### src/rtl/count_display_pkg.sv
// Shared definitions for the seven-segment count display: digit count, converter
// states and the active-low segment table, ordered {g,f,e,d,c,b,a}.
package count_display_pkg;

    localparam int DIGITS = 4;

    typedef enum logic [1:0] {
        IDLE,
        LOAD,
        SHIFT,
        UPDATE
    } conv_state_t;

    localparam logic [6:0] SEG_BLANK = 7'b1111111;
    localparam logic [6:0] SEG_0     = 7'b1000000;
    localparam logic [6:0] SEG_1     = 7'b1111001;
    localparam logic [6:0] SEG_2     = 7'b0100100;
    localparam logic [6:0] SEG_3     = 7'b0110000;
    localparam logic [6:0] SEG_4     = 7'b0011001;
    localparam logic [6:0] SEG_5     = 7'b0010010;
    localparam logic [6:0] SEG_6     = 7'b0000010;
    localparam logic [6:0] SEG_7     = 7'b1111000;
    localparam logic [6:0] SEG_8     = 7'b0000000;
    localparam logic [6:0] SEG_9     = 7'b0010000;

    function automatic logic [6:0] seg_decode(input logic [3:0] nib);
        logic [6:0] s;
        case (nib)
            4'd0:    s = SEG_0;
            4'd1:    s = SEG_1;
            4'd2:    s = SEG_2;
            4'd3:    s = SEG_3;
            4'd4:    s = SEG_4;
            4'd5:    s = SEG_5;
            4'd6:    s = SEG_6;
            4'd7:    s = SEG_7;
            4'd8:    s = SEG_8;
            4'd9:    s = SEG_9;
            default: s = SEG_BLANK;
        endcase
        return s;
    endfunction

    // Double-dabble correction: any nibble >= 5 would overflow past 9 after the shift.
    function automatic logic [15:0] add3_nibbles(input logic [15:0] acc);
        logic [15:0] r;
        for (int i = 0; i < DIGITS; i++) begin
            r[4*i +: 4] = (acc[4*i +: 4] >= 4'd5) ? acc[4*i +: 4] + 4'd3 : acc[4*i +: 4];
        end
        return r;
    endfunction

endpackage

### src/rtl/count_display_bin2bcd_seq.sv
// Free-running sequential binary-to-BCD converter (shift-add-3), one bit per cycle.
// The result register only changes at the end of a complete conversion.
module count_display_bin2bcd_seq
    import count_display_pkg::*;
#(
    parameter int WIDTH = 12
) (
    input  logic             clk,
    input  logic             init,
    input  logic [WIDTH-1:0] bin,
    output logic [15:0]      bcd,
    output logic             done
);

    localparam int CW = $clog2(WIDTH + 1);

    conv_state_t      state;
    conv_state_t      state_next;
    logic [WIDTH-1:0] sr;
    logic [15:0]      acc;
    logic [15:0]      acc_adj;
    logic [15:0]      acc_shifted;
    logic [CW-1:0]    cnt;
    logic             last_bit;

    always_ff @(posedge clk) begin
        if (init) state <= IDLE;
        else      state <= state_next;
    end

    // UPDATE returns straight to LOAD so the steady-state loop is WIDTH+2 cycles;
    // IDLE is only passed through once after reset.
    always_comb begin
        acc_adj     = add3_nibbles(acc);
        acc_shifted = {acc_adj[14:0], sr[WIDTH-1]};
        last_bit    = (cnt == CW'(WIDTH - 1));
        state_next  = state;
        case (state)
            IDLE:    state_next = LOAD;
            LOAD:    state_next = SHIFT;
            SHIFT:   if (last_bit) state_next = UPDATE;
            UPDATE:  state_next = LOAD;
            default: state_next = IDLE;
        endcase
    end

    always_ff @(posedge clk) begin
        if (init) begin
            sr   <= '0;
            acc  <= '0;
            cnt  <= '0;
            bcd  <= '0;
            done <= 1'b0;
        end else begin
            done <= 1'b0;
            case (state)
                LOAD: begin
                    sr  <= bin;
                    acc <= '0;
                    cnt <= '0;
                end
                SHIFT: begin
                    acc <= acc_shifted;
                    sr  <= sr << 1;
                    cnt <= cnt + 1'b1;
                    if (last_bit) begin
                        bcd  <= acc_shifted;
                        done <= 1'b1;
                    end
                end
                default: ;
            endcase
        end
    end

endmodule

### src/rtl/count_display.sv
// Shows a binary count on a 4-digit multiplexed seven-segment display: BCD conversion,
// digit scan, leading-zero blanking and segment decode, all outputs registered.
module count_display
    import count_display_pkg::*;
#(
    parameter int WIDTH    = 12,
    parameter int SCAN_DIV = 50000,
    parameter int BLANK_LZ = 1
) (
    input  logic             clk,
    input  logic             init,
    input  logic [WIDTH-1:0] value_in,
    output logic [15:0]      bcd_out,
    output logic             conv_done,
    output logic [3:0]       an,
    output logic [6:0]       seg,
    output logic             dp
);

    localparam int PW = (SCAN_DIV > 1) ? $clog2(SCAN_DIV) : 1;

    logic [PW-1:0] presc;
    logic [1:0]    idx;
    logic [1:0]    idx_next;
    logic          tc;
    logic [3:0]    nib;
    logic [6:0]    seg_next;

    count_display_bin2bcd_seq #(
        .WIDTH(WIDTH)
    ) u_conv (
        .clk  (clk),
        .init (init),
        .bin  (value_in),
        .bcd  (bcd_out),
        .done (conv_done)
    );

    // Segments are decoded for the slot that becomes active on this edge, so an and
    // seg always switch together.
    always_comb begin
        tc       = (presc == PW'(SCAN_DIV - 1));
        idx_next = tc ? idx + 2'd1 : idx;
        nib      = bcd_out[{idx_next, 2'b00} +: 4];
        seg_next = seg_decode(nib);
        if (BLANK_LZ != 0 && idx_next != 2'd0 && (bcd_out >> {idx_next, 2'b00}) == 16'd0)
            seg_next = SEG_BLANK;
    end

    always_ff @(posedge clk) begin
        if (init) begin
            presc <= '0;
            idx   <= 2'd0;
            an    <= 4'b1110;
            seg   <= SEG_0;
            dp    <= 1'b1;
        end else begin
            presc <= tc ? '0 : presc + 1'b1;
            idx   <= idx_next;
            an    <= ~(4'b0001 << idx_next);
            seg   <= seg_next;
            dp    <= 1'b1;
        end
    end

endmodule
### config.mk
export PLATFORM = sky130hd
export DESIGN_NAME = count_display
export DESIGN_NICKNAME = d
export VERILOG_FILES = /design/src/rtl/count_display_pkg.sv /design/src/rtl/count_display_bin2bcd_seq.sv /design/src/rtl/count_display.sv
export SDC_FILE = /design/constraint.sdc
export NUM_CORES = 1
export LEC_CHECK = 0
export CAP_MARGIN = 0
export CORE_MARGIN = 2
export CORE_UTILIZATION = 34
export CTS_CLUSTER_DIAMETER = 100
export CTS_CLUSTER_SIZE = 14
export DETAILED_ROUTE_END_ITERATION = 12
export PLACE_DENSITY_LB_ADDON = 0.08
export REMOVE_ABC_BUFFERS = 1
export SYNTH_ARGS = -nofsm -noshare
export SYNTH_HDL_FRONTEND = slang
export SYNTH_SLANG_ARGS = --single-unit
### constraint.sdc
create_clock -name clk -period 3.85 [get_ports clk]
set_input_delay 0.77 -clock clk [delete_from_list [all_inputs] [get_ports clk]]
set_output_delay 0.77 -clock clk [all_outputs]
set_load 0.01 [all_outputs]
# [Yosys cells after proc, flatten, opt, wreduce, memory -nomap -nowiden]
# Memory sizes are Yosys's and may differ from the RTL's.
# Index checks and enable logic that the tools add are counted.
[totals] mem_count=1 wordCells=56 in_bits=14 rom_bits=112 out_inout_bits=29 reg_bits=80
[mem_list] name="(name not given)" words=16 word_bits=7 rd=1 rd_clocked_by_memory_dff=0 wr=0 line="count_display_pkg.sv:28" text="case (nib)"
[classes] eq_ne=6 bitwise_logic=2 muxes=12 add_sub_neg=7 order_cmp=4 n_reduce_logical=10 shifts=3
[op_table] operator="$pmux W16 S2" n=1
[op_table] operator="$pmux W12 S2" n=1
[op_table] operator="$add A16 B1 Y16 const B" n=1
[op_table] operator="$eq A16 B16 Y1 const B" n=1
[op_table] operator="$ge A4 B3 Y1 const B" n=4
[op_table] operator="$logic_not A16 Y1" n=1
[op_table] operator="$shiftx A16 B5 Y4" n=1
[op_table] operator="$shr A16 B4 Y16" n=1
[op_table] operator="$add A4 B2 Y4 const B" n=3
[op_table] operator="$mux W4" n=3
[op_table] operator="$pmux W4 S2" n=1
[op_table] operator="$reduce_or A2 Y1" n=4
[op_table] operator="$mux W6" n=1
[op_table] operator="$pmux W2 S3" n=1
[op_table] operator="$add A4 B1 Y4 const B" n=1
[op_table] operator="$eq A2 B2 Y1 const B" n=2
[op_table] operator="$eq A4 B4 Y1 const B" n=1
[op_table] operator="$mux W2" n=2
[op_table] operator="$not A4 Y4" n=1
[op_table] operator="$reduce_bool A2 Y1" n=2
[op_table] operator="$shl A1 B2 Y4 const A" n=1
[op_table] operator="$add A3 B2 Y3 const B" n=1
[op_table] operator="$mux W3" n=1
[op_table] operator="$add A2 B1 Y2 const B" n=1
[op_table] operator="7 further kinds" n=7

# [Logic depth before layout (Yosys ltp)]
# Gate-level depths: netlist of the first run.
[depth] word_depth=6 depth_mapped=13 depth_no_buf=12

# [Modules after synthesis]
# Synthesis of the first run repeated with hierarchy kept, for this count alone.
[unflattened] hier_cells=448 hier_area_um2=4032.6
[modules_own_cells] module="count_display_bin2bcd_seq" instances=1 area_per_inst_um2=2391.0 seq_area_each_um2=1021.0 cells_each=263
[modules_own_cells] module="count_display" instances=1 area_per_inst_um2=1641.6 seq_area_each_um2=580.6 cells_each=185

# [Worst setup path before layout of the first run]
# OpenSTA, ideal clock, no wires.
[synth_path] kind="reg-to-reg" start="register presc[0]" end="register seg[0]" period_less_slack_ps=2873 t_required_ps=3771 n_path_buf=1 path_stages_with_launch=14 setup_slack_ps=977 arrival_time_ps=2794 setup_time_ps=79 cell_sequence="dfxtp_1 > ha_1 > and3_1 > and4_1 > buf_6 > xor2_1 > a222oi_1 > inv_1 > ha_1 > inv_1 > a31oi_1 > o221a_2 > or4b_1 > o211ai_1"
[synth_via] elab_chain_len=6 elab_cells_between_ends=9 classes_between="1 x eq/ne; 2 x shift; 2 x mux; 3 x reduce/logical; 1 x memory"
[synth_rtl] item="from (decl)" line="count_display.sv:22" text="logic [PW-1:0] presc;"
[synth_rtl] item="from (signal assigned)" line="count_display.sv:58" text="presc <= tc ? '0 : presc + 1'b1;"
[synth_rtl] item="$eq A16 B16 Y1 (*)" line="count_display.sv:42" text="tc = (presc == PW'(SCAN_DIV - 1));"
[synth_rtl] item="$mux W2 (*)" line="count_display.sv:43" text="idx_next = tc ? idx + 2'd1 : idx;"
[synth_rtl] item="parallel branches: the longest is 3 deep, another holds $mem_v2 Z16 W7"
[synth_rtl] item="$mux W6 (*)" line="count_display.sv:46" text="if (BLANK_LZ != 0 && idx_next != 2'd0 && (bcd_out >> {idx_next, 2'b00}) == 16'd0)"
[synth_rtl] item="to (signal assigned)" line="count_display.sv:61" text="seg <= seg_next;"
[synth_rtl] item="to (decl)" line="count_display.sv:16" text="output logic [6:0] seg,"
# Every way passes the cells marked *.
# A chain may end at the register's enable or synchronous reset.

# [Worst setup path in the final report of the first run]
# Same ends and word-level chain as after synthesis.

==> results of run 1 <==
-- path summary, 6_finish.rpt --
check	startpoint	endpoint	slack [ns]	cells after the start
setup reg to reg	presc[0]	seg[0]	0.48	12
hold reg to reg	presc[0]	presc[0]	0.45	1
hold / removal	presc[0]	presc[0]	0.45	1
setup / recovery	presc[0]	seg[0]	0.48	12
-- layout make-up --
cell class / instances / area (sq um) / area share
clock buffer: 12 / 145 / 0.0320
clock inverter: 3 / 90.1 / 0.0199
multi-input combinational: 318 / 1980 / 0.437
timing repair buffer: 46 / 443 / 0.0977
sequential: 80 / 1600 / 0.353
tap: 140 / 175 / 0.0386
inverter: 26 / 97.6 / 0.0215
-- critical path, delay by kind of cell (launching register included) --
family          cells  cell delay, ns
simple gates        3            0.88
xor+xnor            1            0.22
buf+inv             2            0.24
compound gates      4            1.11
fa+ha+maj           2            0.42
flops               1            0.36
-- flip-flops by register name (all words and copies together) (netlist names) --
register      count
u_conv.bcd       16
seg               7
u_conv.sr        12
presc            16
idx               2
u_conv.acc       16
u_conv.cnt        4
u_conv.done       1
u_conv.state      2
an                4
-- cells by family after synthesis --
logic type / count (synthesis) / synth area share
DFF: 80 / 0.422
other: 1 / 0.000988
buffers and inverters: 52 / 0.0554
AOI/OAI and AO/OA: 83 / 0.139
and+or+nand+nor: 173 / 0.217
adders and majority gates: 18 / 0.0587
muxes: 24 / 0.0633
xor gates and xnor gates: 19 / 0.0439
-- power groups by stage --
stage,logic (mW),clock network [mW],registers (mW)
detailed placement,0.422,0,0.939
finish,0.412,0.741,0.919
global route,0.475,0.795,0.926
floorplan,0.301,0,0.930
CTS,0.423,0.771,0.919
global placement,0.417,0,0.937
-- layout by cell type, fill, tap and decap left out, types with 2 or more instances in the layout --
cell,netlist,layout
clkbuf_8,0,10
xor2_1,8,8
ha_1,17,17
bufinv_16,0,3
nor2b_1,4,4
dfxtp_1,80,80
nand2b_1,10,10
nand4_1,2,2
buf_4,2,5
nor3b_1,9,9
nand2_1,44,44
nor2_1,69,69
clkdlybuf4s50_1,0,40
a22oi_1,12,12
mux2i_1,24,24
o211ai_1,4,4
a21oi_1,35,35
xnor2_1,11,11
a211oi_1,8,8
and3_1,3,3
a222oi_1,4,4
nor4_1,5,5
o21ai_0,11,11
clkbuf_1,16,2
a21o_1,2,2
nand3_1,12,12
and4bb_1,2,2
nor3_1,2,2
or2_2,5,5
inv_1,26,26
-- layer usage --
metal / track usage / share of wire / vias to the layer above
li1: - / - / 1596
met1: 0.176 / 0.47 / 1360
met2: 0.250 / 0.47 / 43
met3: 0.0468 / 0.046 / 13
met4: 0.0552 / 0.014 / 2
met5: 0 / 0.0016 / -
-- synth_stat cells, types with 2 or more instances --
cell type	instances	area, sq um
a21o_1	2	15.0
a21oi_1	35	175
ha_1	17	213
and3_1	3	18.8
buf_1	7	26.3
clkbuf_1	16	60.1
or2_2	5	31.3
mux2i_1	24	240
nand4_1	2	12.5
a222oi_1	4	40.0
a22oi_1	12	90.1
nand2b_1	10	62.6
nand2_1	44	165
and4bb_1	2	25.0
nor4_1	5	31.3
xnor2_1	11	96.3
dfxtp_1	80	1600
nand3_1	12	60.1
o211ai_1	4	30.0
xor2_1	8	70.1
nor3b_1	9	67.6
o21ai_0	11	55.1
nor2_1	69	259
nor2b_1	4	25.0
buf_4	2	15.0
inv_1	26	97.6
nor3_1	2	10.0
a211oi_1	8	60.1
-- through the flow --
step,total power [mW],hold WS [ns]
2_1_floorplan,1.23,0.418
3_3_place_gp,1.35,0.432
3_5_place_dp,1.36,0.443
4_1_cts,2.11,0.455
5_1_grt,2.20,0.493
6_report,2.07,0.452
==> key figures, run 1 <==
Drt
  – Vias per inst: 4.82
  – Total Wirelength: 8160 microns
  – Initial DRT Pass Iterations: 4
  – Total number of vias: 3014
  – # DRC: 0
  – DR iter-0 viols: 117
  – WL/cell: 13.0 microns
  – Remaining antenna violation count: 0

Worst setup path
  – Crit end category: register
  – WP data arrival: 3.58 ns
  – Worst Setup Start Kind: register
  – CP peak stage delay: 0.79 ns
  – Cells along the critical path: ha_1, and3_1, and4_1, xor2_1, a222oi_1, inv_1, ha_1, inv_1, a31oi_1, o221a_2, or4b_1, o211ai_1
  – Slowest-stage cell, CP: a222oi_1
  – CP max FO: 8
  – CP Data Required Time: 4.06 ns
  – Crit Path Category: reg -> reg

Power and ir drop
  – Switching part of the total: 0.284
  – Comb power frac: 0.199
  – Clock share of power: 0.358
  – Leakage: 1.65 nW
  – P_int: 1.48 mW
  – Psw: 0.588 mW
  – Worst-case vdd ir drop: 0.295 mV
  – Sequential share of power: 0.444
  – PwrDens: 457 nW/um^2

Global routing
  – Overall Global Routing Usage: 0.148
  – Initial antenna violation count: 1
  – Grt total ovfl: 0
  – Global-route wire length before repair: 13800 microns
  – Largest net degree at the start of global routing: 50
  – Vias in the first global route: 2927

Clock network
  – Worst-skew pair later-pin latency: 0.36 ns
  – H-tree lvl count: 3
  – Clock buffer depth: 2
  – CTS Sinks: 80
  – Clock root cell: clkbuf_8
  – CTS tree: built
  – CTS clk-pin slew, worst paths: 0.08 ns
  – Cts repair resizes: 0
  – # Post-CTS Setup Buffers: 0
  – Num CTS Buffers: 9
  – Post-CTS Hold Fix Bufs: 0

Layout
  – Nets@finish: 512
  – Filler instances: 1110
  – Layout cells sized above 1: 0.0557
  – Final instance area: 4530 sq um
  – Synthesis-to-layout area growth: 19.5%
  – Layout Utilization: 0.418
  – ANT cells: 0
  – Post-Layout Cell Count: 625

Status
  – Outcome: finished, final reports clean

Floorplanning
  – Initial Util: 0.350
  – Die Y: 110 microns
  – FP Rows: 38
  – Core Area: 10800 sq um
  – Die Wd: 110 microns
  – Ports: 43
  – Die footprint: 12000 sq um

STA
  – Layout Skew: 0.00994 ns
  – F_max: 0.297 GHz
  – Worst slew margin: 0.375
  – Worst setup margin: 0.477 ns
  – Hold Fails Final Rpt: 0
  – Final number of setup-violating endpoints: 0
  – Fin Setup TNS: 0 ns
  – Worst Tran Pin Value: 0.938 ns
  – RSZ-0062 raised after global routing: no
  – Crit share post-route: 0.876
  – Final worst path period need: 3.37 ns
  – Pins Over Slew Limit: 0

Synth
  – EDFF count, synth: 0
  – Netlist cell types: 44
  – Synth Flop Type: dfxtp_1
  – Post-Synthesis Cells: 450
  – Async S/R FF share, synth: 0
  – Sequential area share after synthesis: 0.422
  – Yosys warnings: 0
  – #FFs+latches synth: 80
  – Synthesized area: 3790 sq um
  – Syn Area/Cell: 8.43 sq um

Placement
  – DP Cell Count: 610
  – Hpwl dp: 5630 microns
  – Dpl ws: 0.495 ns
  – PortBufs: 41
  – Routability cong.: 0.840
  – Cell Area, Placed: 4300 sq um

Run
  – Max Cap Viol: 0

Hold path
  – Hold WC Path Type: reg -> reg
No activity file was read; power rests on OpenSTA's default activity.
==> run 2: changes to the inputs <==
--- a/config.mk
+++ b/config.mk
@@ -11,7 +11,6 @@
 export CTS_CLUSTER_DIAMETER = 100
 export CTS_CLUSTER_SIZE = 14
 export DETAILED_ROUTE_END_ITERATION = 12
-export PLACE_DENSITY_LB_ADDON = 0.08
 export REMOVE_ABC_BUFFERS = 1
 export SYNTH_ARGS = -nofsm -noshare
 export SYNTH_HDL_FRONTEND = slang
==> run 2 against run 1 <==
Effect of this change:
- sequential share of layout area shrank 0.37 points
- highest routed layer is now met4
- die area is the same
- fmax down 0.83%
==> key figures, run 2 (same netlist as run 1, synthesis figures left out) <==
Placement
  – Routability cong.: 0.809
  – PortBufs: 41
  – Hpwl dp: 5700 microns
  – Dpl ws: 0.476 ns

Layout
  – Commonest non-fill, non-tap cell in the layout: dfxtp_1
  – Layout cells sized above 1: 0.0597
  – Synthesis-to-layout area growth: 20.8%
  – Largest registers: presc (16), u_conv.acc (16), u_conv.bcd (16)
  – ANT cells: 0
  – Most frequent cells in the layout: dfxtp_1 (80), nor2_1 (69), nand2_1 (44)
  – Nets@finish: 512

Floorplanning
  – Die footprint: 12000 sq um
  – Die Wd: 110 microns
  – FP Rows: 38
  – Ports: 43
  – Core Area: 10800 sq um
  – Die Y: 110 microns
  – Initial Util: 0.350

Hold path
  – Worst hold endpoint: presc[0]
  – Hold Startpoint: presc[0]
  – Hold Crit Depth: 1
  – Hold WC Path Type: reg -> reg

STA
  – Final worst path period need: 3.40 ns
  – Fin Setup TNS: 0 ns
  – Hold Fails Final Rpt: 0
  – Crit share post-route: 0.883
  – RSZ-0062 raised after global routing: no
  – Worst setup margin: 0.449 ns
  – Final number of setup-violating endpoints: 0
  – Worst slew margin: 0.341
  – Layout Skew: 0.0126 ns
  – Pins Over Slew Limit: 0
  – Worst Tran Pin Value: 0.989 ns
  – F_max: 0.294 GHz

Power and ir drop
  – Comb power frac: 0.188
  – PwrDens: 482 nW/um^2
  – P_int: 1.60 mW
  – Leakage: 1.67 nW
  – Clock share of power: 0.395
  – Worst-case vdd ir drop: 0.259 mV
  – Switching part of the total: 0.277
  – Sequential share of power: 0.417
  – Psw: 0.612 mW

Drt
  – DR iter-0 viols: 91
  – Total Wirelength: 8330 microns
  – Total number of vias: 3089
  – Remaining antenna violation count: 0
  – # DRC: 0
  – Vias per inst: 4.93
  – Initial DRT Pass Iterations: 5
  – WL/cell: 13.3 microns

Worst setup path
  – Cells along the critical path: ha_1, and3_1, and4_1, xor2_1, a222oi_1, inv_1, ha_1, inv_1, a31oi_1, o221a_2, or4b_1, o211ai_1
  – Crit Path Category: reg -> reg
  – R2R Setup Slk: 0.45 ns
  – WP data arrival: 3.68 ns
  – Crit path max-delay family: simple AND/OR/NAND/NOR gates
  – Crit path launch: presc[0]
  – CP Data Required Time: 4.13 ns
  – Crit end category: register
  – Slowest-stage cell, CP: or4b_1
  – Worst R2R End: seg[3]
  – Worst Setup Start Kind: register
  – Reg-to-reg startpoint: presc[0]
  – Buffers and inverters on the worst path: 2
  – Worst-case reg-to-reg path depth: 12
  – CP max FO: 8
  – CP peak stage delay: 0.53 ns

Clock network
  – CTS tree: built
  – Clock buffer depth: 2
  – CTS Sinks: 80
  – H-tree lvl count: 3
  – Post-CTS Hold Fix Bufs: 0
  – # Post-CTS Setup Buffers: 0
  – Clock root cell: clkbuf_8
  – Cts repair resizes: 0
  – Num CTS Buffers: 9
  – Worst-skew pair later-pin latency: 0.36 ns
  – CTS clk-pin slew, worst paths: 0.08 ns

Status
  – Outcome: finished, final reports clean

Global routing
  – Global-route wire length before repair: 14000 microns
  – Vias in the first global route: 2980
  – Grt total ovfl: 0
  – Initial antenna violation count: 0
  – Overall Global Routing Usage: 0.150
  – Largest net degree at the start of global routing: 56

Run
  – Max Cap Viol: 0
run 2: cell count changes in the layout (fill, tap and decap cells not counted), sizes merged:
cell / previous run / this run
bufinv: 3 / 5
clkbuf: 12 / 10
clkinv: 0 / 1
run 2: how the worst max path moves through the flow:
stage	to	slack (ns)	cells after the start
2_1_floorplan	seg[0]	0.93	12
3_3_place_gp	seg[2]	0.66	12
3_5_place_dp	seg[3]	0.48	12
4_1_cts	seg[3]	0.46	12
5_1_grt	seg[6]	0.03	12
6_report	seg[3]	0.45	12
run 2: layout make-up:
type	count	area (sq um)
well taps	140	175
repair buffers	46	443
fillers	1115	6260
flip-flops and latches	80	1600
clock buffers	10	128
clock inverters	6	155
multi-input cells	318	1980
inverters	26	97.6
run 2: power groups by stage:
stage          Clock [mW]  Sequential (mW)  Combinational, mW
6_report            0.872            0.919              0.415
5_1_grt             0.922            0.927              0.475
4_1_cts             0.894            0.920              0.420
3_5_place_dp            0            0.939              0.419
3_3_place_gp            0            0.936              0.405
2_1_floorplan           0            0.930              0.301
run 2: per-stage QoR:
step / area (sq um) / hold slack (ns) / util / total power [mW] / std cells
3_3_place_gp: 4300 / 0.431 / 0.397 / 1.34 / 610
3_5_place_dp: 4300 / 0.439 / 0.397 / 1.36 / 610
5_1_grt: 4580 / 0.497 / 0.423 / 2.32 / 626
4_1_cts: 4580 / 0.457 / 0.423 / 2.23 / 626
2_1_floorplan: 3680 / 0.418 / - / 1.23 / 424
6_report: 4580 / 0.452 / 0.423 / 2.21 / 626
run 2: metal layers:
metal | vias to the layer above | global-route usage | routed length [microns]
met2 | 63 | 0.245 | 3740
met3 | 9 | 0.0486 | 472
met1 | 1423 | 0.192 | 4030
li1 | 1594 | - | -
met4 | 0 | 0.0380 | 90
met5 | - | 0 | 0
